--- src/rtl/bbox_overlay_pkg.sv ---
// -----------------------------------------------------------------------------
// bbox_overlay_pkg
// Shared definitions for the bounding-box overlay block:
//   - register map indices and the read-only ID value
//   - reset colour for the box outline
//   - box-coordinate packing widths and the box/ctrl record types
//   - helpers for packing coordinates into a register word and locating the
//     per-box register pair
// -----------------------------------------------------------------------------
package bbox_overlay_pkg;

    // Coordinate fields are 11 bits, each padded to a 16-bit half-word.
    localparam int COORD_W     = 11;
    localparam int COORD_PAD_W = 16 - COORD_W;

    // Largest representable line index; the line counter saturates here.
    localparam logic [COORD_W-1:0] COORD_MAX = '1;

    // Hardware supports at most this many boxes (CTRL mask is 4 bits).
    localparam int MAX_BOX = 4;

    // Register indices.
    localparam logic [3:0] REG_CTRL     = 4'd0;
    localparam logic [3:0] REG_COLOUR   = 4'd1;
    localparam logic [3:0] REG_STATUS   = 4'd2;
    localparam logic [3:0] REG_ID       = 4'd3;
    localparam logic [3:0] REG_BOX_BASE = 4'd4;

    localparam logic [31:0] BBOX_ID        = 32'h1234B0E1;
    localparam logic [23:0] BB_COL_DEFAULT = 24'h00ff00;

    // CTRL register layout: [5:4] outline thickness minus one, [3:0] box enables.
    typedef struct packed {
        logic [1:0]         thick_m1;
        logic [MAX_BOX-1:0] enable;
    } ctrl_t;

    // One box, corners inclusive.
    typedef struct packed {
        logic [COORD_W-1:0] left;
        logic [COORD_W-1:0] top;
        logic [COORD_W-1:0] right;
        logic [COORD_W-1:0] bottom;
    } box_t;

    // {pad, x, pad, y} as seen through the BOX_TL / BOX_BR registers.
    function automatic logic [31:0] pack_xy(input logic [COORD_W-1:0] x,
                                            input logic [COORD_W-1:0] y);
        return {{COORD_PAD_W{1'b0}}, x, {COORD_PAD_W{1'b0}}, y};
    endfunction

    function automatic logic [3:0] box_tl_addr(input int i);
        return 4'(int'(REG_BOX_BASE) + 2 * i);
    endfunction

    function automatic logic [3:0] box_br_addr(input int i);
        return 4'(int'(REG_BOX_BASE) + 2 * i + 1);
    endfunction

endpackage

--- src/rtl/bbox_hit.sv ---
// -----------------------------------------------------------------------------
// bbox_hit
// Combinational test of one pixel against one box outline. The pixel hits when
// the box is enabled, the pixel lies inside the (inclusive) box, and it is
// within thick_m1+1 pixels of at least one of the four edges.
//
// Ports:
//   enable    in   box enable from the active CTRL mask
//   x, y      in   pixel coordinate
//   box       in   active box corners
//   thick_m1  in   outline thickness minus one (0..3)
//   hit       out  pixel belongs to this box's outline
// -----------------------------------------------------------------------------
module bbox_hit
    import bbox_overlay_pkg::*;
(
    input  logic               enable,
    input  logic [COORD_W-1:0] x,
    input  logic [COORD_W-1:0] y,
    input  box_t               box,
    input  logic [1:0]         thick_m1,
    output logic               hit
);

    logic               in_x;
    logic               in_y;
    logic               near_edge;
    logic [COORD_W-1:0] d_left;
    logic [COORD_W-1:0] d_right;
    logic [COORD_W-1:0] d_top;
    logic [COORD_W-1:0] d_bottom;
    logic [COORD_W-1:0] t_lim;

    always_comb begin
        // An inverted box (left > right or top > bottom) can never satisfy
        // both range compares, so it is naturally excluded.
        in_x = (box.left <= x) && (x <= box.right);
        in_y = (box.top  <= y) && (y <= box.bottom);

        // Distances only matter once the pixel is inside, where they cannot
        // underflow.
        d_left   = x - box.left;
        d_right  = box.right - x;
        d_top    = y - box.top;
        d_bottom = box.bottom - y;

        // distance < thick_m1 + 1  <=>  distance <= thick_m1
        t_lim     = {{(COORD_W-2){1'b0}}, thick_m1};
        near_edge = (d_left <= t_lim) || (d_right  <= t_lim) ||
                    (d_top  <= t_lim) || (d_bottom <= t_lim);

        hit = enable && in_x && in_y && near_edge;
    end

endmodule

--- src/rtl/bbox_overlay.sv ---
// -----------------------------------------------------------------------------
// bbox_overlay
// Streaming video filter that draws up to N_BOX rectangular outlines onto the
// pixels of video packets. Control registers are written through a memory-
// mapped slave into staged copies; the staged set is transferred into active
// shadow copies at every accepted video start-of-packet, so a frame is always
// drawn with one consistent register set.
//
// Ports:
//   clk, reset_n                  clock, synchronous active-low reset
//   s_chipselect/s_read/s_write   MM slave strobes
//   s_address[3:0]                register index
//   s_writedata[31:0]             write data
//   s_readdata[31:0]              read data, valid one cycle after a read
//   sink_data[23:0], sink_valid,
//   sink_sop, sink_eop            input stream
//   sink_ready                    input back-pressure
//   source_data[23:0],
//   source_valid, source_sop,
//   source_eop                    output stream (one-cycle latency)
//   source_ready                  output back-pressure
//   mode                          1 = draw boxes, 0 = pass-through
// -----------------------------------------------------------------------------
module bbox_overlay #(
    parameter int          IMAGE_W        = 640,
    parameter int          IMAGE_H        = 480,
    parameter int          N_BOX          = 4,
    parameter logic [23:0] BB_COL_DEFAULT = bbox_overlay_pkg::BB_COL_DEFAULT
) (
    input  logic        clk,
    input  logic        reset_n,

    input  logic        s_chipselect,
    input  logic        s_read,
    input  logic        s_write,
    input  logic [3:0]  s_address,
    input  logic [31:0] s_writedata,
    output logic [31:0] s_readdata,

    input  logic [23:0] sink_data,
    input  logic        sink_valid,
    input  logic        sink_sop,
    input  logic        sink_eop,
    output logic        sink_ready,

    output logic [23:0] source_data,
    output logic        source_valid,
    output logic        source_sop,
    output logic        source_eop,
    input  logic        source_ready,

    input  logic        mode
);

    import bbox_overlay_pkg::*;

    localparam logic [COORD_W-1:0] X_LAST  = COORD_W'(IMAGE_W - 1);
    localparam logic [COORD_W:0]   Y_LIMIT = (COORD_W + 1)'(IMAGE_H);

    // -------------------------------------------------------------------------
    // Stream handshake and beat classification
    // -------------------------------------------------------------------------
    logic accept;
    logic sop_is_video;
    logic beat_video;
    logic video_sop_acc;
    logic pixel_acc;
    logic pkt_video;

    assign sink_ready    = ~source_valid | source_ready;
    assign accept        = sink_valid & sink_ready;
    assign sop_is_video  = (sink_data[3:0] == 4'h0);
    // A sop beat classifies its own packet; later beats use the stored class.
    assign beat_video    = sink_sop ? sop_is_video : pkt_video;
    assign video_sop_acc = accept & sink_sop & sop_is_video;
    assign pixel_acc     = accept & ~sink_sop & pkt_video;

    // -------------------------------------------------------------------------
    // Register file: staged (software-visible) and shadow (drawing) copies
    // -------------------------------------------------------------------------
    ctrl_t       ctrl_stg;
    ctrl_t       ctrl_shd;
    logic [23:0] colour_stg;
    logic [23:0] colour_shd;
    box_t        box_stg [N_BOX];
    box_t        box_shd [N_BOX];

    logic        reg_wr;
    logic [31:0] rd_mux;
    logic        unused_wdata;

    assign reg_wr = s_chipselect & s_write;

    // Top bits of the write word carry no register field.
    assign unused_wdata = ^s_writedata[31:27];

    always_ff @(posedge clk) begin
        if (!reset_n) begin
            ctrl_stg   <= '0;
            ctrl_shd   <= '0;
            colour_stg <= BB_COL_DEFAULT;
            colour_shd <= BB_COL_DEFAULT;
            // NOTE: the box arrays are a handful of flops, not a RAM, so
            // they are reset explicitly; a true memory would be left
            // unreset and initialised by software instead.
            for (int i = 0; i < N_BOX; i++) begin
                box_stg[i] <= '0;
                box_shd[i] <= '0;
            end
        end else begin
            if (reg_wr && (s_address == REG_CTRL)) begin
                ctrl_stg <= ctrl_t'(s_writedata[5:0]);
            end
            if (reg_wr && (s_address == REG_COLOUR)) begin
                colour_stg <= s_writedata[23:0];
            end
            // Addresses for boxes >= N_BOX match no slot and are dropped.
            for (int i = 0; i < N_BOX; i++) begin
                if (reg_wr && (s_address == box_tl_addr(i))) begin
                    box_stg[i].left <= s_writedata[16 +: COORD_W];
                    box_stg[i].top  <= s_writedata[0  +: COORD_W];
                end
                if (reg_wr && (s_address == box_br_addr(i))) begin
                    box_stg[i].right  <= s_writedata[16 +: COORD_W];
                    box_stg[i].bottom <= s_writedata[0  +: COORD_W];
                end
            end

            // The staged set is sampled before any same-cycle write lands,
            // so a write coinciding with sop applies from the next frame.
            if (video_sop_acc) begin
                ctrl_shd   <= ctrl_stg;
                colour_shd <= colour_stg;
                for (int i = 0; i < N_BOX; i++) begin
                    box_shd[i] <= box_stg[i];
                end
            end
        end
    end

    // -------------------------------------------------------------------------
    // Frame tracking: pixel position, packet class, frame status
    // -------------------------------------------------------------------------
    logic [COORD_W-1:0] x_pos;
    logic [COORD_W-1:0] y_pos;
    logic               in_frame;
    logic [15:0]        frame_count;

    // NOTE: all state here uses non-blocking assignments so every flop
    // samples the pre-edge values, independent of statement order.
    always_ff @(posedge clk) begin
        if (!reset_n) begin
            x_pos       <= '0;
            y_pos       <= '0;
            pkt_video   <= 1'b0;
            in_frame    <= 1'b0;
            frame_count <= '0;
        end else if (accept) begin
            if (sink_sop) begin
                pkt_video <= sop_is_video;
                x_pos     <= '0;
                y_pos     <= '0;
            end else if (pkt_video) begin
                if (x_pos == X_LAST) begin
                    x_pos <= '0;
                    // An overrunning frame parks at the last line rather than
                    // wrapping back into the box area.
                    if (y_pos != COORD_MAX) begin
                        y_pos <= y_pos + 1'b1;
                    end
                end else begin
                    x_pos <= x_pos + 1'b1;
                end
            end

            // A repeated sop simply re-arms in_frame; only eop counts frames.
            if (sink_eop && beat_video) begin
                in_frame    <= 1'b0;
                frame_count <= frame_count + 16'd1;
            end else if (video_sop_acc) begin
                in_frame <= 1'b1;
            end
        end
    end

    // -------------------------------------------------------------------------
    // Box hit detection and pixel replacement
    // -------------------------------------------------------------------------
    logic [N_BOX-1:0] box_hit;
    logic             in_image;
    logic             draw;
    logic [23:0]      pix_out;

    for (genvar g = 0; g < N_BOX; g++) begin : g_box
        bbox_hit u_hit (
            .enable   (ctrl_shd.enable[g]),
            .x        (x_pos),
            .y        (y_pos),
            .box      (box_shd[g]),
            .thick_m1 (ctrl_shd.thick_m1),
            .hit      (box_hit[g])
        );
    end

    // Lines past the configured height are overrun pixels and never drawn.
    assign in_image = ({1'b0, y_pos} < Y_LIMIT);
    assign draw     = pkt_video & ~sink_sop & mode & in_image & (|box_hit);
    assign pix_out  = draw ? colour_shd : sink_data;

    // -------------------------------------------------------------------------
    // Output register: loads whenever the slot is empty or being drained,
    // and holds while the downstream stalls.
    // -------------------------------------------------------------------------
    always_ff @(posedge clk) begin
        if (!reset_n) begin
            source_valid <= 1'b0;
            source_data  <= '0;
            source_sop   <= 1'b0;
            source_eop   <= 1'b0;
        end else if (sink_ready) begin
            source_valid <= sink_valid;
            source_data  <= pix_out;
            source_sop   <= sink_sop;
            source_eop   <= sink_eop;
        end
    end

    // -------------------------------------------------------------------------
    // Register read path
    // -------------------------------------------------------------------------
    // NOTE: rd_mux gets a default before the case so every path assigns it
    // and no latch is inferred for unmapped addresses.
    always_comb begin
        rd_mux = '0;
        case (s_address)
            REG_CTRL:   rd_mux = {26'b0, ctrl_stg};
            REG_COLOUR: rd_mux = {8'b0, colour_stg};
            REG_STATUS: rd_mux = {15'b0, in_frame, frame_count};
            REG_ID:     rd_mux = BBOX_ID;
            default: begin
                for (int i = 0; i < N_BOX; i++) begin
                    if (s_address == box_tl_addr(i)) begin
                        rd_mux = pack_xy(box_stg[i].left, box_stg[i].top);
                    end
                    if (s_address == box_br_addr(i)) begin
                        rd_mux = pack_xy(box_stg[i].right, box_stg[i].bottom);
                    end
                end
            end
        endcase
    end

    always_ff @(posedge clk) begin
        if (!reset_n) begin
            s_readdata <= '0;
        end else if (s_chipselect && s_read) begin
            s_readdata <= rd_mux;
        end
    end

endmodule

--- config.mk ---
export PLATFORM = sky130hd
export DESIGN_NAME = bbox_overlay
export DESIGN_NICKNAME = d
export VERILOG_FILES = /design/src/rtl/bbox_overlay_pkg.sv /design/src/rtl/bbox_hit.sv /design/src/rtl/bbox_overlay.sv
export SDC_FILE = /design/constraint.sdc
export NUM_CORES = 1
export LEC_CHECK = 0
export BUFFER_PORTS_ARGS = -buffer_cell sky130_fd_sc_hd__buf_2
export CORE_MARGIN = 5
export CORE_UTILIZATION = 40
export CTS_CLUSTER_DIAMETER = 200
export DETAILED_ROUTE_END_ITERATION = 10
export PLACE_DENSITY = 0.55
export SETUP_SLACK_MARGIN = 0.15
export SKIP_CTS_REPAIR_TIMING = 1
export SLEW_MARGIN = 40
export SYNTH_ARGS = -nofsm -noshare
export SYNTH_HDL_FRONTEND = slang
export SYNTH_SLANG_ARGS = --single-unit
--- constraint.sdc ---
create_clock -name clk -period 21.8 [get_ports clk]
set_clock_uncertainty 0.05 [all_clocks]
set_input_delay 4.36 -clock clk [delete_from_list [all_inputs] [get_ports clk]]
set_output_delay 4.36 -clock clk [all_outputs]
set_load 0.05 [all_outputs]
==> impl_metrics.tcl <==
set metrics [dict create \
    critPathMaxFanout 2 \
    post_synth_most_frequent_cells "edfxtp_1 (352), nand2_1 (233), ha_1 (211)" \
    synthDistinctLibCells 87 \
    final_net_count 3474 \
    slew_headroom_pct 36.95 \
    powerDensity_nw_per_um2 66.80 \
    core.rowCount 101 \
    worst_setup_hold_path_clk_slew_ns 0.06 \
    finalHoldViolations 0 \
    critical_path.reg2reg.endpoint "source_data[11]" \
    post_synth.cell_area_avg_um2 9.762 \
    routed_wire_length_per_instance_um 26.13 \
    start_util_pct 40.11 \
    leading_register_cell_type_out_of_synthesis "edfxtp_1" \
    drive_gt1_share_pct 9.159 \
    req_time_crit_path_ns 17.39 \
    worst_r2r_path_depth 16 \
    rr_startpoint "y_pos[0]" \
    count_of_endpoints_failing_setup_in_the_final_report 0 \
    outcome "complete, no violations" \
    r2r_slack_ns 16.97 \
    synth_enable_flop_cells 352 \
    cts-buffers-inserted 52 \
    yosysSeqAreaShare_pct 45.11 \
    drt_first_iter_violations 2845 \
    viasPerCell 5.983 \
    setup-tns-final_ns 0 \
    cp-end-kind "output port" \
    max_cap_violations 0 \
    yosys.cell_count.top_type "edfxtp_1" \
    static-leakage-power_nw 13.79 \
    dr.pass1.iters 6 \
    timing_worst_slew_pin_value_ns 0.9386 \
    netlist_instances 3105 \
    grt_max_degree 104 \
    data_arrival_time_at_the_worst_slack_endpoint_ns 4.95 \
    timing.hold.worst.class "reg2reg" \
    die_height_um 285.3 \
    postLayoutSetupSlackWorst_ns 12.44 \
    via_count 25130 \
    htreeDepth 2 \
    main_area_contributors_after_synthesis "edfxtp_1 (35%), dfxtp_1 (10%), ha_1 (8.7%), and2_1 (4.0%), and3_1 (3.9%)" \
    grt_antenna_before_repair 9 \
    grt.total_usage_pct 26.05 \
    grt_setup_unrepaired "false" \
    wl_final_um 109800 \
    clk_latency_ns 0.62 \
    totalPowerFinal_mw 2.266 \
    critPathLaunchType "input pin" \
    period_needed_ns 9.356 \
    fin_crit_sh_pct 42.92 \
    io_buffers 120 \
    drv_slew 0 \
    cts-root-to-sink-buffers 3 \
    cp-endpoint "sink_ready" \
    dp_hpwl_um 79770 \
    synth_top_area_cell "edfxtp_1" \
    dieArea_um2 81380 \
    dp_slack_ns 12.43 \
    final_antenna_net_count 0 \
    first_global_vias 24410 \
    yosys_register_bits 507 \
    async_flop_share_pct 0 \
    synth.cell_area_um2 30310 \
    synth.yosys.warnings 0 \
    floorplan.core_area_um2 75570 \
    leftover_overflow_at_the_end_of_global_routing 0 \
    die-width_um 285.3 \
    clk_root_buffer_cell "clkbuf_16" \
    synth_top_cell_area_share_pct 34.87 \
    critPathLaunch "source_ready" \
    tritoncts "yes" \
    maxClockFrequency_mhz 106.9 \
    routabilityCongestion 0.9379 \
    critical_path_class "in2out" \
    floorplan.io_pins 130 \
    cts.sinks 507 \
    grt_first_pass_wirelength_um 160500 \
    area_growth_syn_to_layout_pct 11.92 \
    detail_route.drc_violations 0 \
    ir_worst_vdd_mv 0.06137 \
    hold_ws_ns 0.4155 \
]
[layer usage]
layer	global-route usage, %	vias to the layer above	wire length [µm]	share of wire (%)
met5	0	-	30	0.027
li1	-	11610	-	-
met4	6.357	4	2751	2.5
met2	41.48	949	49220	45
met3	5.204	143	8636	7.9
met1	36.67	12430	49130	45
[worst min-delay path by stage]
| stage | startpoint | depth (start not counted) | endpoint | slack [ns] |
|---|---|---|---|---|
| floorplan | ctrl_shd[2] | 2 | ctrl_shd[2] | 0.39 |
| global placement | source_eop | 2 | source_eop | 0.40 |
| detailed placement | source_sop | 2 | source_sop | 0.41 |
| CTS | source_sop | 2 | source_sop | 0.42 |
| global route | source_sop | 2 | source_sop | 0.44 |
| finish | source_sop | 2 | source_sop | 0.42 |
[registers in the layout (all words and copies together) (netlist names)]
signal and flops:
ctrl_shd 6, in_frame 1, source_eop 1, y_pos 11
frame_count 16, x_pos 11, ctrl_stg 6, box_stg 176
pkt_video 1, s_readdata 28, box_shd 176, source_data 24
source_valid 1, colour_shd 24, source_sop 1, colour_stg 24
[kinds of logic after synthesis]
logic type	Yosys count	synth area share, %
xor+xnor	89	2.572
compound gates	762	17.05
simple gates	1142	19.89
mux	36	1.197
fa+ha+maj	227	9.766
other cells	1	0.01237
buf+inv	341	4.404
flops	507	45.11
[final cells by class]
class	count	area, µm²
clock buffers	73	1463
clock inverters	25	231.5
repair buffers	174	1146
well taps	978	1224
multi-input cells	2260	15500
flip-flops and latches	507	13680
diodes	1	2.502
inverters	182	683.2
fillers	7208	41650
[power breakdown]
part           switching [mW]  total [mW]  leakage [nW]  internal, mW
logic                   0.179       0.269          8.24        0.0904
registers              0.0325        1.10          4.72          1.07
clock network           0.400       0.897         0.827         0.496
[per-stage QoR]
step / cells / util [%] / cell area [µm²]
3_5_place_dp: 4099 / 42.63 / 32210
5_1_grt: 4199 / 44.89 / 33920
6_report: 4200 / 44.89 / 33920
4_1_cts: 4197 / 44.87 / 33910
2_1_floorplan: 3108 / - / 30320
3_3_place_gp: 4085 / 42.30 / 31970
[worst max-delay path, stage by stage]
cell and delay [ns]:
buf_2 0.10, nor2b_2 0.18, inv_1 0.09, buf_2 0.22
[layout by cell type, fill, tap and decap left out, types with 26 or more instances in the layout]
cell type	synthesis	layout
a22o_1	28	28
nor2b_1	56	55
nand4_1	43	43
nand2b_1	40	40
a21boi_0	54	54
buf_2	2	120
nor3_1	45	43
nand3_1	87	86
and3_1	191	191
buf_4	4	38
a211oi_1	29	29
a21oi_1	169	169
a31oi_1	39	39
xnor2_1	71	71
o311a_1	26	26
clkbuf_16	0	53
a21o_1	26	26
mux2i_1	34	34
and2_1	196	196
nor2_1	177	165
o21ai_0	141	132
dfxtp_1	155	154
inv_1	182	181
a221oi_1	30	30
nand2_1	233	231
ha_1	211	211
edfxtp_1	352	352
Note: power is estimated with default switching activity, not from simulation.
